File: src/rtl/xml_tag_matcher_if.sv
// Annotated character stream from the XML decoder plus the matcher's target
// configuration and its forwarded-data / marker outputs.
interface xml_tag_matcher_if #(
   parameter int MAXLEN = 16,
   parameter int CNTW   = 16
);
   localparam int LENW = $clog2(MAXLEN + 1);

   logic                  newMsg;
   logic [7:0]            in;
   logic                  inValid;
   logic                  isTagName;
   logic                  isData;
   logic                  isComment;
   logic [3:0]            tagDepth;
   logic [8*MAXLEN-1:0]   matchName;
   logic [LENW-1:0]       matchLen;
   logic [7:0]            out;
   logic                  outValid;
   logic                  matchStart;
   logic                  matchEnd;
   logic                  active;
   logic [3:0]            matchDepth;
   logic [CNTW-1:0]       matchCount;

   modport master (
      output newMsg, in, inValid, isTagName, isData, isComment, tagDepth,
             matchName, matchLen,
      input  out, outValid, matchStart, matchEnd, active, matchDepth, matchCount
   );

   modport slave (
      input  newMsg, in, inValid, isTagName, isData, isComment, tagDepth,
             matchName, matchLen,
      output out, outValid, matchStart, matchEnd, active, matchDepth, matchCount
   );
endinterface

File: src/rtl/xml_tag_matcher.sv
// Matches completed tag names against a programmed target and forwards the
// matching element's data. Define XML_MATCH_CASEFOLD_EN for ASCII case-insensitive names.
module xml_tag_matcher #(
   parameter int MAXLEN = 16,
   parameter int CNTW   = 16
) (
   input logic              CLOCK,
   input logic              reset,
   xml_tag_matcher_if.slave bus
);
   localparam int IDXW = $clog2(MAXLEN + 2);

   typedef enum logic {IDLE = 1'b0, ACTIVE = 1'b1} state_t;

   state_t          r_state;
   state_t          w_state_nx;
   state_t          w_state_post;
   logic [IDXW-1:0] r_idx;
   logic            r_nameOk;
   logic            r_prevName;
   logic [3:0]      r_mdepth;
   logic [3:0]      w_mdepth_nx;
   logic [CNTW-1:0] r_count;
   logic [7:0]      r_out;
   logic            r_outValid;
   logic            r_start;
   logic            r_end;

   logic            w_cmp;
   logic            w_cmpl;
   logic            w_hit;
   logic            w_start;
   logic            w_end;
   logic            w_fwd;
   logic            w_byte_eq;
   logic [7:0]      w_tgt_byte;
   logic [IDXW-1:0] w_len;

   function automatic logic [7:0] fold(input logic [7:0] c);
`ifdef XML_MATCH_CASEFOLD_EN
      fold = (c >= 8'h41 && c <= 8'h5A) ? (c | 8'h20) : c;
`else
      fold = c;
`endif
   endfunction

   // Stops one past MAXLEN so an overlong name can never equal any matchLen.
   function automatic logic [IDXW-1:0] idx_inc(input logic [IDXW-1:0] v);
      if (v == IDXW'(MAXLEN + 1)) return v;
      return v + 1'b1;
   endfunction

   function automatic logic [CNTW-1:0] cnt_inc(input logic [CNTW-1:0] v);
      if (&v) return v;
      return v + 1'b1;
   endfunction

   always_comb begin
      w_tgt_byte = 8'h00;
      for (int k = 0; k < MAXLEN; k++) begin
         if (r_idx == IDXW'(k)) w_tgt_byte = bus.matchName[8*k +: 8];
      end
   end

   assign w_len     = IDXW'(bus.matchLen);
   assign w_byte_eq = (fold(bus.in) == fold(w_tgt_byte));
   assign w_cmp     = bus.isTagName & ~bus.isComment;
   assign w_cmpl    = ~bus.isTagName & r_prevName;
   assign w_hit     = r_nameOk & (r_idx == w_len) & (bus.matchLen != '0);

   // Depth-drop end is resolved first; the name completion then sees the post-end state.
   always_comb begin
      w_state_nx   = r_state;
      w_state_post = r_state;
      w_mdepth_nx  = r_mdepth;
      w_start      = 1'b0;
      w_end        = 1'b0;
      w_fwd        = 1'b0;
      if (bus.inValid) begin
         if (r_state == ACTIVE && bus.tagDepth < r_mdepth) begin
            w_end        = 1'b1;
            w_state_post = IDLE;
         end
         w_state_nx = w_state_post;
         if (w_cmpl) begin
            if (w_state_post == IDLE) begin
               if (w_hit) begin
                  w_start     = 1'b1;
                  w_state_nx  = ACTIVE;
                  w_mdepth_nx = bus.tagDepth;
               end
            end else if (bus.tagDepth == r_mdepth) begin
               w_end = 1'b1;
               if (w_hit) w_start = 1'b1;
               else       w_state_nx = IDLE;
            end
         end
         w_fwd = (r_state == ACTIVE) & bus.isData & ~bus.isComment & ~w_end;
      end
   end

   always_ff @(posedge CLOCK) begin
      if (reset || bus.newMsg) r_state <= IDLE;
      else                     r_state <= w_state_nx;
   end

   always_ff @(posedge CLOCK) begin
      if (reset || bus.newMsg) begin
         r_idx      <= '0;
         r_nameOk   <= 1'b1;
         r_prevName <= 1'b0;
         r_mdepth   <= 4'd0;
         r_out      <= 8'h00;
         r_outValid <= 1'b0;
         r_start    <= 1'b0;
         r_end      <= 1'b0;
         if (reset) r_count <= '0;
      end else begin
         r_start    <= w_start;
         r_end      <= w_end;
         r_outValid <= w_fwd;
         r_out      <= w_fwd ? bus.in : 8'h00;
         r_mdepth   <= w_mdepth_nx;
         if (w_start) r_count <= cnt_inc(r_count);
         if (bus.inValid) begin
            r_prevName <= bus.isTagName;
            if (w_cmpl) begin
               r_idx    <= '0;
               r_nameOk <= 1'b1;
            end else if (w_cmp) begin
               r_nameOk <= r_nameOk & (r_idx < w_len) & w_byte_eq;
               r_idx    <= idx_inc(r_idx);
            end
         end
      end
   end

   assign bus.out        = r_out;
   assign bus.outValid   = r_outValid;
   assign bus.matchStart = r_start;
   assign bus.matchEnd   = r_end;
   assign bus.active     = (r_state == ACTIVE);
   assign bus.matchDepth = r_mdepth;
   assign bus.matchCount = r_count;
endmodule
File: src/flat_wrapper.sv
// flat-port wrapper written by rule: the top's interface ports become plain ports
module xml_tag_matcher_flat 
#(
   parameter int MAXLEN = 16,
   parameter int CNTW   = 16
)
  (CLOCK, reset, bus_newMsg, bus_in, bus_inValid, bus_isTagName, bus_isData, bus_isComment, bus_tagDepth, bus_matchName, bus_matchLen, bus_out, bus_outValid, bus_matchStart, bus_matchEnd, bus_active, bus_matchDepth, bus_matchCount);
  xml_tag_matcher_if #(.MAXLEN(MAXLEN), .CNTW(CNTW)) bus_i ();
  input logic CLOCK;
  input logic reset;
  input wire logic [$bits(bus_i.newMsg)-1:0] bus_newMsg;
  input wire logic [$bits(bus_i.in)-1:0] bus_in;
  input wire logic [$bits(bus_i.inValid)-1:0] bus_inValid;
  input wire logic [$bits(bus_i.isTagName)-1:0] bus_isTagName;
  input wire logic [$bits(bus_i.isData)-1:0] bus_isData;
  input wire logic [$bits(bus_i.isComment)-1:0] bus_isComment;
  input wire logic [$bits(bus_i.tagDepth)-1:0] bus_tagDepth;
  input wire logic [$bits(bus_i.matchName)-1:0] bus_matchName;
  input wire logic [$bits(bus_i.matchLen)-1:0] bus_matchLen;
  output wire logic [$bits(bus_i.out)-1:0] bus_out;
  output wire logic [$bits(bus_i.outValid)-1:0] bus_outValid;
  output wire logic [$bits(bus_i.matchStart)-1:0] bus_matchStart;
  output wire logic [$bits(bus_i.matchEnd)-1:0] bus_matchEnd;
  output wire logic [$bits(bus_i.active)-1:0] bus_active;
  output wire logic [$bits(bus_i.matchDepth)-1:0] bus_matchDepth;
  output wire logic [$bits(bus_i.matchCount)-1:0] bus_matchCount;
  assign bus_i.newMsg = bus_newMsg;
  assign bus_i.in = bus_in;
  assign bus_i.inValid = bus_inValid;
  assign bus_i.isTagName = bus_isTagName;
  assign bus_i.isData = bus_isData;
  assign bus_i.isComment = bus_isComment;
  assign bus_i.tagDepth = bus_tagDepth;
  assign bus_i.matchName = bus_matchName;
  assign bus_i.matchLen = bus_matchLen;
  assign bus_out = bus_i.out;
  assign bus_outValid = bus_i.outValid;
  assign bus_matchStart = bus_i.matchStart;
  assign bus_matchEnd = bus_i.matchEnd;
  assign bus_active = bus_i.active;
  assign bus_matchDepth = bus_i.matchDepth;
  assign bus_matchCount = bus_i.matchCount;
  xml_tag_matcher #(.MAXLEN(MAXLEN), .CNTW(CNTW)) u_core (.CLOCK(CLOCK), .reset(reset), .bus(bus_i));
endmodule
File: config.mk
export PLATFORM = sky130hd
export DESIGN_NAME = xml_tag_matcher_flat
export DESIGN_NICKNAME = d
export VERILOG_FILES = /design/src/rtl/xml_tag_matcher_if.sv /design/src/rtl/xml_tag_matcher.sv /design/src/flat_wrapper.sv
export SDC_FILE = /design/constraint.sdc
export NUM_CORES = 1
export LEC_CHECK = 0
export CORE_UTILIZATION = 37
export CTS_CLUSTER_SIZE = 24
export DETAILED_ROUTE_END_ITERATION = 10
export HOLD_SLACK_MARGIN = 0.05
export MAX_ROUTING_LAYER = met4
export PLACE_DENSITY_LB_ADDON = 0.12
export SLEW_MARGIN = 20
export SYNTH_ARGS = -nofsm -noshare
export SYNTH_HDL_FRONTEND = slang
export SYNTH_SLANG_ARGS = --single-unit
export TNS_END_PERCENT = 50
File: constraint.sdc
create_clock -name CLOCK -period 2.87 [get_ports CLOCK]
set_clock_uncertainty 0.15 [all_clocks]
set_input_delay 0.574 -clock CLOCK [delete_from_list [all_inputs] [get_ports CLOCK]]
set_output_delay 0.574 -clock CLOCK [all_outputs]
set_load 0.01 [all_outputs]
==> results of run 1 <==
[cell usage in the layout, fill, tap and decap left out, types with 8 or more instances in the layout]
cell type and n:
clkdlybuf4s50_1 183, buf_4 79, nor2_1 41, nand2_1 38
o21ai_0 28, a21oi_1 27, dfxtp_1 20, nand3_1 17
xor2_1 16, edfxtp_1 16, inv_1 13, and2_1 11
a221oi_1 11, ha_1 10, nor2b_1 9, xnor2_1 9
o22ai_1 8, buf_6 8
[Yosys cell counts (3+ instances only)]
master	count
nor2_1	42
nand2_1	38
o21ai_0	29
a21oi_1	28
dfxtp_1	23
nand3_1	17
edfxtp_1	16
inv_1	16
xor2_1	16
ha_1	15
a221oi_1	14
buf_2	12
and2_1	11
nor2b_1	11
o22ai_1	11
o221ai_1	9
xnor2_1	9
and3_1	8
clkbuf_1	8
nor3_1	7
buf_6	6
mux2i_1	6
a31oi_1	5
nand4_1	5
nor4_1	5
o211ai_1	5
a21o_1	4
and4b_1	4
o2111ai_1	4
a211oi_1	3
a221o_1	3
a22oi_1	3
buf_4	3
inv_2	3
nand2b_1	3
nand3b_1	3
nand4b_1	3
o21a_1	3
o21ai_1	3
[where the power goes]
group	switching, mW	total (mW)	internal [mW]	leakage, nW
sequential	0.0146	0.605	0.590	0.352
combinational	0.158	0.452	0.293	2.10
clock	0.212	0.471	0.259	0.0581
[worst min-delay path by stage]
stage | start | end | slack (ns) | depth (start not counted)
after detailed placement | u_core.bus.matchDepth[0] | u_core.bus.matchDepth[0] | 0.37 | 2
after global placement | u_core.r_prevName | u_core.r_prevName | 0.34 | 2
after CTS | u_core.bus.matchDepth[0] | u_core.bus.matchDepth[0] | 0.39 | 2
after global routing | u_core.bus.matchDepth[0] | u_core.bus.matchDepth[0] | 0.41 | 2
final | u_core.bus.matchDepth[0] | u_core.bus.matchDepth[0] | 0.39 | 2
after floorplan | u_core.r_prevName | u_core.r_prevName | 0.33 | 2
[timing repair]
item | in CTS | in global routing
pin swaps | 15 | 11
gates cloned | 1 | 0
hold endpoints to repair | 0 | 0
setup endpoints to repair | 17 | 17
hold buffers | 0 | 0
setup buffers | 9 | 1
gates resized for setup | 40 | 18
[through the flow]
step                hold WS [ns]  setup TNS [ns]
global placement           0.340           -5.99
floorplan                  0.326         -0.0875
CTS                        0.389         -0.0135
detailed placement         0.371           -6.95
global route               0.414          -0.127
finish                     0.389         -0.0439
[tightest hold or removal path: cells and delay by family, from the launching register on]
kind,cells,cell delay [ns]
flip-flops,1,0.33
AO/OA/AOI/OAI,1,0.12
AND/OR/NAND/NOR,1,0.04
[kinds of logic after synthesis]
family	synth area share, %
buf+inv	6.96
mux	1.64
simple gates	26.3
compound gates	28.3
xor+xnor	5.97
flops	25.7
fa+ha+maj	5.12
[state kept, by name, indices dropped and copies added (netlist names)]
register	cells
u_core.bus.out	8
u_core.r_nameOk	1
u_core.bus.matchStart	1
u_core.r_idx	5
u_core.bus.matchEnd	1
u_core.bus.active	1
u_core.r_prevName	1
u_core.bus.matchCount	16
u_core.bus.outValid	1
u_core.bus.matchDepth	4
[per-layer routing]
layer / share of wire (%) / global-route usage (%)
met5: 0 / -
met3: 7.5 / 5.11
met4: 2.7 / 10.6
met2: 50 / 52.4
met1: 40 / 34.7
[area by class of cell]
cell class / count / area [um^2]
sequential: 39 / 947
inverter: 19 / 77.6
multi-input combinational: 371 / 2700
timing repair buffer: 276 / 2620
clock inverter: 3 / 43.8
tap: 129 / 161
fill: 772 / 2800
clock buffer: 5 / 68.8
==> flow_summary.yaml, run 1 <==
critical_path:
  crit_path_cell_trace: "buf_4, ha_4, buf_6, and3_4, ha_4, buf_4, o211ai_1, buf_4, a311oi_1, mux2i_1, nand4_1, or4_1, a21boi_1"
  cp_data_required_time_ns: 2.95
  cp_num_cells: 13
  rr_endpoint: "u_core.r_nameOk"
  setup.reg_to_reg.worst_slack_ns: -0.04
  critical-path-max-stage-delay_ns: 0.51
  crit_fanout: 5
  worst_path_max_delay_cell: "or4_1"
  timing.critical_path.from_type: "flip-flop"
  timing.rr.start: "u_core.r_idx[1]"
  timing.critical_path.to: "u_core.r_nameOk"
  timing.critical_path.mode_cell: "buf_4"
  crit_path_end_kind: "flip-flop"
  critical_path_buf_inv_count: 4
  worstPathArrival_ns: 3.00
  rr_worst_depth: 13
  critPathKind: "reg2reg"
  path_delay_family: "simple AND/OR/NAND/NOR gates"
  crit_start: "u_core.r_idx[1]"
global_routing:
  globalRouteTotalUtil_pct: 30.1
  globalRouteOverflowTotal: 0
  number_of_antenna_violations_at_the_first_check_in_global_routing: 0
  grt_first_pass_wirelength_mm: 23.2
  vias_in_the_first_global_route: 4774
  largest_net_degree_at_the_start_of_global_routing: 27
sta:
  finalSetupViolCount: 1
  post-route-min-period_ns: 2.91
  worst_slew_margin_rel_pct: 64.7
  rsz0062_at_grt: "true"
  hold_violations: 0
  top_achievable_clock_speed_ghz: 0.343
  worst_case_setup_margin_in_the_final_layout_ns: -0.0439
  worst_slew_pin_slew_ns: 0.530
  pins_over_their_slew_limit: 0
  share_of_the_cycle_needed_by_the_critical_path_after_routing_pct: 102
pwr:
  report.power.total_mw: 1.53
  pwr_density_cell_mw_per_mm2: 231
  max-vdd-ir-drop_mv: 0.195
  static-leakage-power_nw: 2.51
final_layout:
  antenna-diode-count: 0
  final_cell_count_no_fill: 842
  layout-drive-gt1-share_pct: 21.7
  post-route-util_pct: 70.3
  area_growth_syn_to_layout_pct: 80.5
  fin_area_mm2: 0.00662
  nets: 879
place:
  placedInstanceArea_mm2: 0.00616
  place_worst_setup_slack_ns: -0.381
  port_buffers: 183
  place_inst: 823
  place.detailed.hpwl_mm: 12.1
  gp_congestion: 0.917
routing:
  antenna_violation_net_count_after_detailed_routing: 0
  drtPass1Iterations: 5
  totalWireLength_mm: 15.3
  detail_route.drc_violations: 0
  detailedRoute.firstIterationViolations: 239
  via_to_cell_ratio: 5.63
  num_vias: 4744
  avgRoutedWirePerCell_um: 18.1
floorplan:
  initial_core_util_pct: 38.9
  placeableCoreArea_mm2: 0.00942
  fp.dieW_um: 102
  cell_row_count: 35
  die_y_um: 102
  floorplan.io_pins: 184
  die_area_mm2: 0.0103
run:
  max_cap_violations: 0
cts:
  worstSkewPairLatency_ns: 0.30
  cts_root_buffer: "clkbuf_8"
  cts_num_sinks: 39
  cts_max_level: 2
  cts.path.max_buffers: 2
  clk_transition_reported_paths_ns: 0.08
  tritoncts: "yes"
  cts_buffers: 5
yosys:
  synth_fp_nets: 626
  netlist_area_mm2: 0.00367
  ys_ff_latch: 39
  yosysTopAreaCellShare_pct: 13.1
  cell_taking_the_most_area_after_synthesis: "edfxtp_1"
  synth_enable_flop_cells: 16
  synth_cells: 459
  async_sr_flop_fraction_pct: 0
  ys.flop_type: "dfxtp_1"
  synth_seq_area_share_pct: 25.7
  synth.yosys.warnings: 0
  yosysUniqueCellTypes: 77
  syn-mean-instance-area_um2: 7.99
  synth_area_leaders: "edfxtp_1 13%, dfxtp_1 13%, ha_1 5.1%, nor2_1 4.3%, o21ai_0 4.0%"
min_path:
  worstHoldPathType: "reg2reg"
outcome:
  failing_checks: "setup timing"
  status: "complete, but fails checks"
(Power assumes the default switching activity.)
==> inputs of run 2 (changes only) <==
--- a/config.mk
+++ b/config.mk
@@ -10,7 +10,7 @@
 export DETAILED_ROUTE_END_ITERATION = 10
 export HOLD_SLACK_MARGIN = 0.05
 export MAX_ROUTING_LAYER = met4
-export PLACE_DENSITY_LB_ADDON = 0.12
+export PLACE_DENSITY = 0.78
 export SLEW_MARGIN = 20
 export SYNTH_ARGS = -nofsm -noshare
 export SYNTH_HDL_FRONTEND = slang
==> run 2 against run 1 <==
The flow still finishes with violations (setup timing). Sequential cell count stayed put. Sequential share of layout area hardly changed. Non-clock buffer count is 11 lower. Clock-buffer cell count is 1 higher. Utilization is 0.13 points lower.
==> flow_summary.yaml, run 2 (synthesized netlist as in run 1, its figures left out) <==
outcome:
  status: "complete, but fails checks"
  failing_checks: "setup timing"
critical_path:
  path_delay_family: "simple AND/OR/NAND/NOR gates"
  critical-path-max-stage-delay_ns: 0.53
  timing.critical_path.from_type: "flip-flop"
  setup.reg_to_reg.worst_slack_ns: -0.04
  rr_worst_depth: 13
  worst_path_max_delay_cell: "or4_1"
  crit_path_end_kind: "flip-flop"
  critPathKind: "reg2reg"
  cp_data_required_time_ns: 2.95
  timing.rr.start: "u_core.r_idx[1]"
  worstPathArrival_ns: 2.99
  critical_path_buf_inv_count: 3
  crit_fanout: 5
  rr_endpoint: "u_core.r_nameOk"
  crit_path_cell_trace: "inv_4, ha_2, nor2b_4, buf_6, buf_4, a221o_1, o21ai_0, o21ai_0, a21oi_2, or4_1, nand4_1, or4_1, a21boi_1"
place:
  port_buffers: 183
  gp_congestion: 0.998
  place.detailed.hpwl_mm: 13.3
  place_worst_setup_slack_ns: -0.475
min_path:
  worstHoldPathType: "reg2reg"
  min_delay_path_depth: 2
  hold_path_end: "u_core.r_prevName"
  hp-start: "u_core.r_prevName"
cts:
  tritoncts: "yes"
  cts_buffers: 5
  cts_hold_repair.buffers: 0
  cts_max_level: 2
  cts.path.max_buffers: 2
  worstSkewPairLatency_ns: 0.30
  cts_num_sinks: 39
  clk_transition_reported_paths_ns: 0.08
  cts_root_buffer: "clkbuf_8"
pwr:
  p_clk_share_pct: 34.4
  max-vdd-ir-drop_mv: 0.285
  swShare_pct: 24.6
  static-leakage-power_nw: 2.51
  power.combinational.fraction_pct: 28.9
  report.power.total_mw: 1.65
  netSwitchingPower_mw: 0.405
  pwr-share-seq_pct: 36.7
  pwr_density_cell_mw_per_mm2: 249
  internal_power_mw: 1.24
global_routing:
  largest_net_degree_at_the_start_of_global_routing: 27
  vias_in_the_first_global_route: 4815
  globalRouteTotalUtil_pct: 34.0
  globalRouteOverflowTotal: 0
  number_of_antenna_violations_at_the_first_check_in_global_routing: 1
  grt_first_pass_wirelength_mm: 25.7
routing:
  dr_wl_met2_mm: 7.81
  detail_route.wirelength.met1_mm: 7.24
  detailedRoute.firstIterationViolations: 371
  routed-wl-met3_mm: 1.58
  drtPass1Iterations: 5
  via_to_cell_ratio: 5.80
  totalWireLength_mm: 17.2
  antenna_violation_net_count_after_detailed_routing: 0
  topRoutingLayerUsed: "met4"
  avgRoutedWirePerCell_um: 20.7
  num_vias: 4828
  detail_route.drc_violations: 0
floorplan:
  die_area_mm2: 0.0103
  fp.dieW_um: 102
  die_y_um: 102
  cell_row_count: 35
  placeableCoreArea_mm2: 0.00942
  initial_core_util_pct: 38.9
  floorplan.io_pins: 184
sta:
  worst_slew_pin_slew_ns: 0.634
  setup_tns_ns: -0.0424
  worst_slew_margin_rel_pct: 57.3
  rsz0062_at_grt: "true"
  post-route-min-period_ns: 2.91
  pins_over_their_slew_limit: 0
  top_achievable_clock_speed_ghz: 0.343
  share_of_the_cycle_needed_by_the_critical_path_after_routing_pct: 101
  hold_violations: 0
  finalSetupViolCount: 1
  whs_ns: 0.382
  worst_case_setup_margin_in_the_final_layout_ns: -0.0424
final_layout:
  post-route-util_pct: 70.2
  multi_input_comb_area_mm2: 0.00272
  layout-drive-gt1-share_pct: 20.9
  area_growth_syn_to_layout_pct: 80.2
  commonest_cells_after_routing_fill_and_taps_aside: "179 x clkdlybuf4s50_1, 70 x buf_4, 41 x nor2_1, 37 x nand2_1"
  mostFrequentLayoutCell: "clkdlybuf4s50_1"
  nets: 868
  largest_register_ffs: 16
  sequential_cell_area_um2: 946
  filler_cell_count: 766
run:
  max_cap_violations: 0
run 2: cell types whose count changed in the layout (fill, tap and decap cells not counted), moves of 3 or more:
cell and delta:
and4b_2 -3, and4b_1 +3, a221oi_1 -3, buf_4 -9, clkdlybuf4s50_1 -4, a221oi_2 +3
inv_1 -3, dlymetal6s2s_1 +4
run 2: final cells by class:
cell class                 instances  area share (%)
antenna                            1          0.0379
timing repair buffer             265            38.8
inverter                          19            1.21
multi-input combinational        371            41.2
clock buffer                       6            1.10
tap                              129            2.44
clock inverter                     2           0.909
sequential                        39            14.3
run 2: power by group through the flow:
| stage | Sequential (mW) | Clock, mW | Combinational (mW) |
|---|---|---|---|
| CTS | 0.604 | 0.566 | 0.462 |
| finish | 0.605 | 0.566 | 0.475 |
| global placement | 0.617 | 0 | 0.430 |
| floorplan | 0.620 | 0 | 0.119 |
| global route | 0.607 | 0.593 | 0.499 |
| detailed placement | 0.618 | 0 | 0.432 |
run 2: how the worst max path moves through the flow:
stage	startpoint	endpoint	slack [ns]	cells past startpoint
final	u_core.r_idx[1]	u_core.r_nameOk	-0.04	13
after global routing	u_core.r_idx[0]	u_core.r_nameOk	-0.18	12
after CTS	bus_matchLen[4]	u_core.bus.matchCount[7]	-0.02	10
after detailed placement	bus_matchLen[2]	u_core.r_nameOk	-0.47	12
after floorplan	u_core.r_idx[0]	u_core.r_nameOk	-0.09	14
after global placement	bus_matchLen[2]	u_core.r_nameOk	-0.41	12
run 2: metal layers:
| layer | vias to the layer above | track usage (%) |
|---|---|---|
| li1 | 2218 | - |
| met1 | 2259 | 42.7 |
| met2 | 297 | 54.5 |
| met3 | 54 | 6.69 |
| met4 | 0 | 11.1 |
| met5 | - | - |
run 2: worst reg2reg max path: stages (launching register included):
cell      delay (ns)
dfxtp_4         0.40
inv_4           0.06
ha_2            0.18
nor2b_4         0.14
buf_6           0.14
buf_4           0.15
a221o_1         0.31
o21ai_0         0.07
o21ai_0         0.12
a21oi_2         0.25
or4_1           0.14
nand4_1         0.09
or4_1           0.53
a21boi_1        0.13
run 2: per-stage QoR:
step,instances,area [um^2]
after floorplan,459,3690
after global placement,816,6080
after detailed placement,816,6080
after CTS,828,6520
after global routing,832,6610
final,832,6610
run 2: timing repair:
action | 4_1_cts | 5_1_grt
pin swaps | 27 | 5
gates cloned | 2 | 1
resized for setup | 58 | 11
setup endpoints to repair | 17 | 21
buffers inserted | 2 | 2
==> inputs of run 3 (changes only) <==
--- a/config.mk
+++ b/config.mk
@@ -5,12 +5,13 @@
 export SDC_FILE = /design/constraint.sdc
 export NUM_CORES = 1
 export LEC_CHECK = 0
-export CORE_UTILIZATION = 37
+export CORE_MARGIN = 5
+export CORE_UTILIZATION = 41
 export CTS_CLUSTER_SIZE = 24
 export DETAILED_ROUTE_END_ITERATION = 10
 export HOLD_SLACK_MARGIN = 0.05
 export MAX_ROUTING_LAYER = met4
-export PLACE_DENSITY = 0.78
+export PLACE_DENSITY = 0.82
 export SLEW_MARGIN = 20
 export SYNTH_ARGS = -nofsm -noshare
 export SYNTH_HDL_FRONTEND = slang
==> constraint.sdc (replaced) <==
create_clock -name CLOCK -period 3 [get_ports CLOCK]
set_clock_uncertainty 0.15 [all_clocks]
set_input_delay 0.6 -clock CLOCK [delete_from_list [all_inputs] [get_ports CLOCK]]
set_output_delay 0.6 -clock CLOCK [all_outputs]
set_load 0.01 [all_outputs]
==> run 3 against run 2 <==
Clock-buffer cell count stayed put. Critical endpoint unchanged. Combinational power shrank 5.7%. Die area rose by 6.0%. Power decreased by 9.5%. The flow now finishes without violations. Clock power is 18% lower. Critical path depth decreased by 2. Worst hold slack better by 0.0036 ns. Sequential power down 4.5%. Final cell count decreased by 3.7%. Sequential share of layout area up 0.41 points. Utilization is 3.7 points higher.
==> flow_summary.yaml, run 3 (synthesized netlist as in run 1, its figures left out) <==
final_layout:
  filler_cell_count: 692
  sequential_cell_area_um2: 948
  multi_input_comb_area_mm2: 0.00271
  largest_register_ffs: 16
  mostFrequentLayoutCell: "clkdlybuf4s50_1"
  nets: 859
  area_growth_syn_to_layout_pct: 75.7
  fin_area_mm2: 0.00644
  layout-drive-gt1-share_pct: 19.2
  commonest_cells_after_routing_fill_and_taps_aside: "183 x clkdlybuf4s50_1, 62 x buf_4, 41 x nor2_1, 38 x nand2_1, 27 x a21oi_1"
  antenna-diode-count: 0
sta:
  rsz0062_at_grt: "true"
  finalSetupViolCount: 0
  worst_slew_margin_rel_pct: 65.8
  pins_over_their_slew_limit: 0
  worst_case_setup_margin_in_the_final_layout_ns: 0.0288
  share_of_the_cycle_needed_by_the_critical_path_after_routing_pct: 99.0
  hold_violations: 0
  post-route-min-period_ns: 2.97
  worst_slew_pin_slew_ns: 0.512
  top_achievable_clock_speed_ghz: 0.337
  setup_tns_ns: 0
min_path:
  worstHoldPathType: "reg2reg"
pwr:
  static-leakage-power_nw: 2.44
  pwr_density_cell_mw_per_mm2: 231
  max-vdd-ir-drop_mv: 0.203
  report.power.total_mw: 1.49
cts:
  worstSkewPairLatency_ns: 0.30
  tritoncts: "yes"
  cts_hold_repair.buffers: 0
  cts_max_level: 2
  clk_transition_reported_paths_ns: 0.08
  cts_buffers: 5
  cts.path.max_buffers: 2
  cts_num_sinks: 39
  cts_root_buffer: "clkbuf_8"
place:
  placedInstanceArea_mm2: 0.00597
  gp_congestion: 0.988
  place.detailed.hpwl_mm: 13.1
  port_buffers: 183
  place_worst_setup_slack_ns: -0.276
global_routing:
  globalRouteOverflowTotal: 0
  number_of_antenna_violations_at_the_first_check_in_global_routing: 0
  grt_first_pass_wirelength_mm: 25.9
  largest_net_degree_at_the_start_of_global_routing: 28
  vias_in_the_first_global_route: 4797
  globalRouteTotalUtil_pct: 30.2
floorplan:
  initial_core_util_pct: 42.0
  cell_row_count: 34
  floorplan.io_pins: 184
  die_area_mm2: 0.0109
  fp.dieW_um: 105
  die_y_um: 105
  placeableCoreArea_mm2: 0.00872
routing:
  via_to_cell_ratio: 5.90
  totalWireLength_mm: 17.0
  avgRoutedWirePerCell_um: 21.2
  detailedRoute.firstIterationViolations: 431
  drtPass1Iterations: 5
  num_vias: 4722
  antenna_violation_net_count_after_detailed_routing: 0
  detail_route.drc_violations: 0
outcome:
  status: "complete, no violations"
critical_path:
  crit_fanout: 5
  worstPathArrival_ns: 3.05
  critPathKind: "reg2reg"
  timing.critical_path.from_type: "flip-flop"
  cp_data_required_time_ns: 3.08
  crit_path_end_kind: "flip-flop"
run:
  max_cap_violations: 0
[run 3: changes by cell type in the layout (fill, tap and decap cells not counted), moves of 2 or more]
cell / previous run / this run
buf_4: 70 / 62
clkdlybuf4s50_1: 179 / 183
dlymetal6s2s_1: 4 / 0
a221oi_2: 6 / 3
inv_1: 10 / 13
a221oi_1: 8 / 10
buf_12: 2 / 4
buf_8: 2 / 0
ha_1: 8 / 10
inv_2: 6 / 4
o2111ai_1: 2 / 0
o2111ai_2: 2 / 4
o21ai_1: 5 / 7
[run 3: final timing paths]
path                     startpoint                end  slack (ns)  cells past startpoint
setup / recovery    u_core.r_idx[1]    u_core.r_nameOk        0.03                     11
hold / removal    u_core.r_prevName  u_core.r_prevName        0.39                      2
setup reg to reg    u_core.r_idx[1]    u_core.r_nameOk        0.03                     11
hold reg to reg   u_core.r_prevName  u_core.r_prevName        0.39                      2
[run 3: through the flow]
stage	hold slack (ns)	util (%)	instances
2_1_floorplan	0.326	-	459
3_3_place_gp	0.344	68.4	783
3_5_place_dp	0.368	68.4	783
4_1_cts	0.390	71.0	795
5_1_grt	0.436	73.8	801
6_report	0.385	73.8	801
[run 3: worst max-delay path, cell delays in order, from the launching register on]
cell and delay [ns]:
dfxtp_4 0.40, inv_4 0.06, ha_4 0.16, nor2b_4 0.14, buf_2 0.18, a221oi_1 0.34, o21ai_1 0.17, o22ai_2 0.23
mux2i_2 0.26, nand4_1 0.14, or4_4 0.54, a21boi_1 0.13
[run 3: area by class of cell]
type                    count  area share (%)
clock inverters             2           0.544
multi-input cells         371            42.1
flip-flops and latches     39            14.7
repair buffers            256            38.0
well taps                 108            2.10
inverters                  19            1.19
clock buffers               6            1.28
[run 3: timing repair]
item / in CTS / in global routing
buffers inserted: 3 / 6
pin swaps: 7 / 20
gates resized for setup: 22 / 39
setup endpoints to repair: 1 / 17
cloned: 1 / 1
[run 3: power by group]
part,switching [mW],total (mW),internal [mW]
Sequential,0.0144,0.578,0.564
Combinational,0.163,0.448,0.285
Clock,0.194,0.463,0.269
[run 3: metal layers]
metal | part of all wire (%) | vias to the layer above | track usage (%)
met5 | 0 | - | -
met2 | 47 | 253 | 47.8
li1 | - | 2201 | -
met1 | 42 | 2235 | 38.9
met4 | 3.0 | 0 | 9.34
met3 | 7.4 | 33 | 5.80
